File: src/rtl/pc_fetch_unit.sv
// Instruction-fetch stage: PC register, handshaked instruction fetch, next-PC selection.
// Optional build macro HALT_ON_INVALID_EN: an invalid instruction halts the core instead of retiring as a NOP.
module pc_fetch_unit #(
  parameter logic [31:0] RESET_PC      = 32'h0000_0000,
  parameter int          FETCH_TIMEOUT = 16
) (
  input  logic        clk,
  input  logic        rst_n,
  output logic        imem_req,
  output logic [31:0] imem_addr,
  input  logic        imem_ready,
  input  logic [31:0] imem_rdata,
  input  logic        stall,
  output logic [31:0] instr,
  output logic [5:0]  opcode,
  output logic [5:0]  funct,
  output logic        inst_valid,
  input  logic        branch_eq,
  input  logic        branch_neq,
  input  logic        jump,
  input  logic        jump_reg,
  input  logic        invalid_inst,
  input  logic        alu_zero,
  input  logic [31:0] rs_data,
  output logic [31:0] pc,
  output logic [31:0] pc_plus4,
  output logic        halted,
  output logic        fetch_err
);

  localparam logic [1:0] S_IDLE  = 2'd0;
  localparam logic [1:0] S_FETCH = 2'd1;
  localparam logic [1:0] S_EXEC  = 2'd2;
  localparam logic [1:0] S_HALT  = 2'd3;

  localparam int            CW       = (FETCH_TIMEOUT > 1) ? $clog2(FETCH_TIMEOUT) : 1;
  localparam logic [CW-1:0] CNT_LAST = CW'(FETCH_TIMEOUT - 1);

  logic [1:0]        state;
  logic [CW-1:0]     wait_cnt;
  logic [31:0]       next_pc;
  logic              take_branch;
  logic              halt_on_inv;
  logic signed [31:0] br_off;

  assign imem_req   = (state == S_FETCH);
  assign imem_addr  = pc;
  assign inst_valid = (state == S_EXEC);
  assign halted     = (state == S_HALT);
  assign opcode     = instr[31:26];
  assign funct      = instr[5:0];
  assign pc_plus4   = pc + 32'd4;

  assign br_off      = {{14{instr[15]}}, instr[15:0], 2'b00};
  assign take_branch = (branch_eq & alu_zero) | (branch_neq & ~alu_zero);

`ifdef HALT_ON_INVALID_EN
  assign halt_on_inv = invalid_inst;
`else
  assign halt_on_inv = 1'b0;
`endif

  always_comb begin
    next_pc = pc_plus4;
    if (jump_reg)
      next_pc = {rs_data[31:2], 2'b00};
    else if (jump)
      next_pc = {pc_plus4[31:28], instr[25:0], 2'b00};
    else if (take_branch)
      next_pc = pc_plus4 + $unsigned(br_off);
`ifndef HALT_ON_INVALID_EN
    // Invalid instructions retire as NOPs regardless of decoder flow signals
    if (invalid_inst)
      next_pc = pc_plus4;
`endif
  end

  always_ff @(posedge clk or negedge rst_n) begin
    if (!rst_n) begin
      state     <= S_IDLE;
      pc        <= RESET_PC;
      instr     <= '0;
      wait_cnt  <= '0;
      fetch_err <= 1'b0;
    end else begin
      case (state)
        S_IDLE: state <= S_FETCH;
        S_FETCH: begin
          if (imem_ready) begin
            instr    <= imem_rdata;
            wait_cnt <= '0;
            state    <= S_EXEC;
          end else if (wait_cnt == CNT_LAST) begin
            state     <= S_HALT;
            fetch_err <= 1'b1;
          end else begin
            wait_cnt <= wait_cnt + CW'(1);
          end
        end
        S_EXEC: begin
          if (!stall) begin
            if (halt_on_inv) begin
              state <= S_HALT;
            end else begin
              pc    <= next_pc;
              state <= S_FETCH;
            end
          end
        end
        default: state <= S_HALT;
      endcase
    end
  end

endmodule

File: config.mk
export PLATFORM = sky130hd
export DESIGN_NAME = pc_fetch_unit
export DESIGN_NICKNAME = d
export VERILOG_FILES = /design/src/rtl/pc_fetch_unit.sv
export SDC_FILE = /design/constraint.sdc
export NUM_CORES = 1
export LEC_CHECK = 0
export ABC_AREA = 1
export CAP_MARGIN = 15
export CORE_AREA = 8 8 128 130
export DETAILED_ROUTE_END_ITERATION = 8
export DIE_AREA = 0 0 136 138
export PLACE_DENSITY = 0.87
export SYNTH_ARGS = -nofsm -noshare
export SYNTH_HDL_FRONTEND = slang
export SYNTH_SLANG_ARGS = --single-unit
File: constraint.sdc
create_clock -name clk -period 4.5 [get_ports clk]
set_input_delay 0.9 -clock clk [delete_from_list [all_inputs] [get_ports clk]]
set_output_delay 0.9 -clock clk [all_outputs]
set_load 0.02 [all_outputs]
==> results.py <==
metrics = {
    "yosys": {
        "syn_avg_cell_area_sq_um": 5.80,
        "syn_area_sq_um": 7480,
        "synth_edf_count": 0,
        "synth_area_leaders": "nand2_1 26%, dfrtp_1 23%, inv_1 8.7%",
        "seq_area_frac_synth_pct": 23.1,
        "ys_warn_count": 0,
        "yosysUniqueCellTypes": 37,
        "synth.top_cell.area_share_pct": 26.3,
        "async_reset_ff_share_pct": 100,
        "ys.flop_type": "dfrtp_1",
        "yosys.area.top_type": "nand2_1",
        "ys_ff_latch": 69,
        "syn-instance-count": 1290,
    },
    "detailed_routing": {
        "vias_per_cell": 5.39,
        "wl_met2_um": 12300,
        "wl_met1_um": 10900,
        "met3_wirelength_um": 2980,
        "antenna_left": 0,
        "drtIter0Drc": 1050,
        "firstDrtPassIters": 6,
        "num_vias": 8790,
        "drt-total-wl_um": 27400,
        "drc_errors": 0,
        "wl_per_cell_um": 16.8,
        "highest_layer": "met4",
    },
    "floorplan": {
        "fp.dieH_um": 138,
        "die_w_um": 136,
        "die_area_sq_um": 18800,
        "ios": 218,
        "start_util_pct": 52.2,
        "core_sq_um": 14300,
        "num_rows": 44,
    },
    "setup_path": {
        "worst_setup_path_start_kind": "register",
        "slowest_delay_ps": 610,
        "cp-end-kind": "primary output",
        "slowest_stage": "clkdlybuf4s50_1",
        "crit_fanout": 6,
        "cp_data_required_time_ps": 3600,
        "worstPathCellList": "ha_1, nand3_1, inv_2, nand2_2, nor2_4, nand2_1, xor2_1, buf_4, inv_1, clkdlybuf4s50_1",
        "arrival_ps": 2970,
        "crit_type": "register to primary output",
    },
    "status": {
        "status": "completed",
    },
    "global_route": {
        "grt_pass1_wl_um": 42300,
        "grt_start_max_net_pins": 70,
        "grt_usage_pct": 28.2,
        "antenna_found_initial": 0,
        "first_global_vias": 8153,
        "gr-total-overflow": 0,
    },
    "finish": {
        "fin_nets": 1554,
        "final_layout_size_suffix_gt1_share_pct": 4.77,
        "synthToLayoutAreaGrowth_pct": 30.2,
        "stdcell_count": 1631,
        "final_common_cell": "nand2_1",
        "antenna_cells": 0,
        "layout_common_cells": "523 x nand2_1, 208 x clkdlybuf4s50_1, 173 x inv_1",
    },
    "sta": {
        "finalMaxSlewViolations": 0,
        "rsz0062_at_grt": "false",
        "fin_skew_ps": 7.99,
        "setup_viol": 0,
        "worst_pin_slew_ps": 947,
        "maxSlewHeadroom_pct": 36.8,
        "timing.fmax_mhz": 259,
        "fin_crit_sh_pct": 86.0,
        "holdWs_ps": 465,
        "final.min_clock_period_ps": 3870,
        "setup_tns_ps": 0,
        "hold_viol": 0,
    },
    "clocking": {
        "clockRootBuffer": "clkbuf_16",
        "cts_setup_buffers": 0,
        "ctsHoldBuffers": 0,
        "cts_tree": "done",
        "ctsResizeCount": 0,
        "h-tree-depth": 3,
        "cts_inserted_buffers": 9,
        "clock_path_buffers": 2,
        "clock_sinks": 69,
        "clock_latency_ps": 350,
        "path_clk_slew_ps": 60,
    },
    "place": {
        "io_buffers": 209,
        "place_congestion": 0.994,
        "dp_cells": 1614,
        "hpwl_um": 21400,
    },
    "power_and_ir_drop": {
        "leakage_nw": 5.11,
        "power_density_nw_per_um2": 765,
        "total_power_mw": 7.45,
        "ir_drop_mv": 0.663,
    },
    "worst_hold_path": {
        "min_path_type": "register to register",
    },
    "flow_run": {
        "cap_viol_max_count": 0,
    },
}
-- state kept, by name (all words and copies together) (netlist names) --
register / cells
instr: 32
imem_addr: 30
wait_cnt: 4
fetch_err: 1
state: 2
-- critical path: cells and delay by family, from the launching register on --
family / cells / cell delay (ps)
and+or+nand+nor: 4 / 680
buffers and inverters: 4 / 1020
xor gates and xnor gates: 1 / 150
adders and majority gates: 1 / 320
DFF: 1 / 460
-- layer usage --
metal	vias up	global-route usage, %
met4	0	13.4
met5	-	0
li1	4257	-
met3	95	6.41
met2	517	44.7
met1	3921	35.3
-- power by group --
part	internal, mW	leakage, nW	total, mW	switching, mW
sequential	0.890	0.866	1.38	0.486
combinational	2.09	4.09	5.30	3.21
clock	0.477	0.151	0.766	0.289
-- layout make-up --
class | instances | area [sq um]
Clock buffer | 12 | 267
Clock inverter | 4 | 53.8
Fill cell | 1325 | 4580
Inverter | 177 | 664
Multi-Input combinational cell | 967 | 4610
Sequential cell | 69 | 1730
Tap cell | 184 | 230
Timing Repair Buffer | 218 | 2180
-- worst paths after layout --
check                      depth (start not counted)                      from  slack, ps                         to
max                                               10  imem_addr[3]$_DFFE_PN0P_        630               pc_plus4[18]
min                                                1     fetch_err$_DFFE_PN0P_        460      fetch_err$_DFFE_PN0P_
max reg2reg                                       23  imem_addr[3]$_DFFE_PN0P_        710  imem_addr[22]$_DFFE_PN0P_
min reg2reg                                        1     fetch_err$_DFFE_PN0P_        460      fetch_err$_DFFE_PN0P_
max in group asynchronous                          1                     rst_n       3180      instr[21]$_DFFE_PN0P_
min in group asynchronous                          1                     rst_n        710      instr[15]$_DFFE_PN0P_
-- synthesized netlist by cell type, types with 15 or more instances --
master	n
a21oi_1	84
buf_4	48
clkbuf_1	26
dfrtp_1	69
ha_1	37
inv_1	173
nand2_1	523
nand3_1	74
nor2_1	96
o21ai_0	33
or2_2	15
xor2_1	19
-- per-stage QoR --
stage / instance area, sq um / utilization, % / setup WS [ps]
final: 9730 / 68.0 / 632
after global routing: 9730 / 68.0 / 449
after CTS: 9710 / 67.8 / 653
after detailed placement: 9390 / 65.6 / 895
after global placement: 9390 / 65.6 / 963
after floorplan: 7490 / - / 1380
-- cells by family (layout without fill, tap and decap cells) --
group                    after synthesis  count (layout)  synth area share [%]
adder cells (fa/ha/maj)               38              38                  6.46
flip-flops                            69              69                  23.1
other                                  1               6                0.0502
AO/OA/AOI/OAI                        141             141                  10.0
AND/OR/NAND/NOR                      758             758                  41.9
XOR/XNOR                              24              24                  3.01
buffers and inverters                259             411                  15.5
Power figures use the tool's default switching activity.
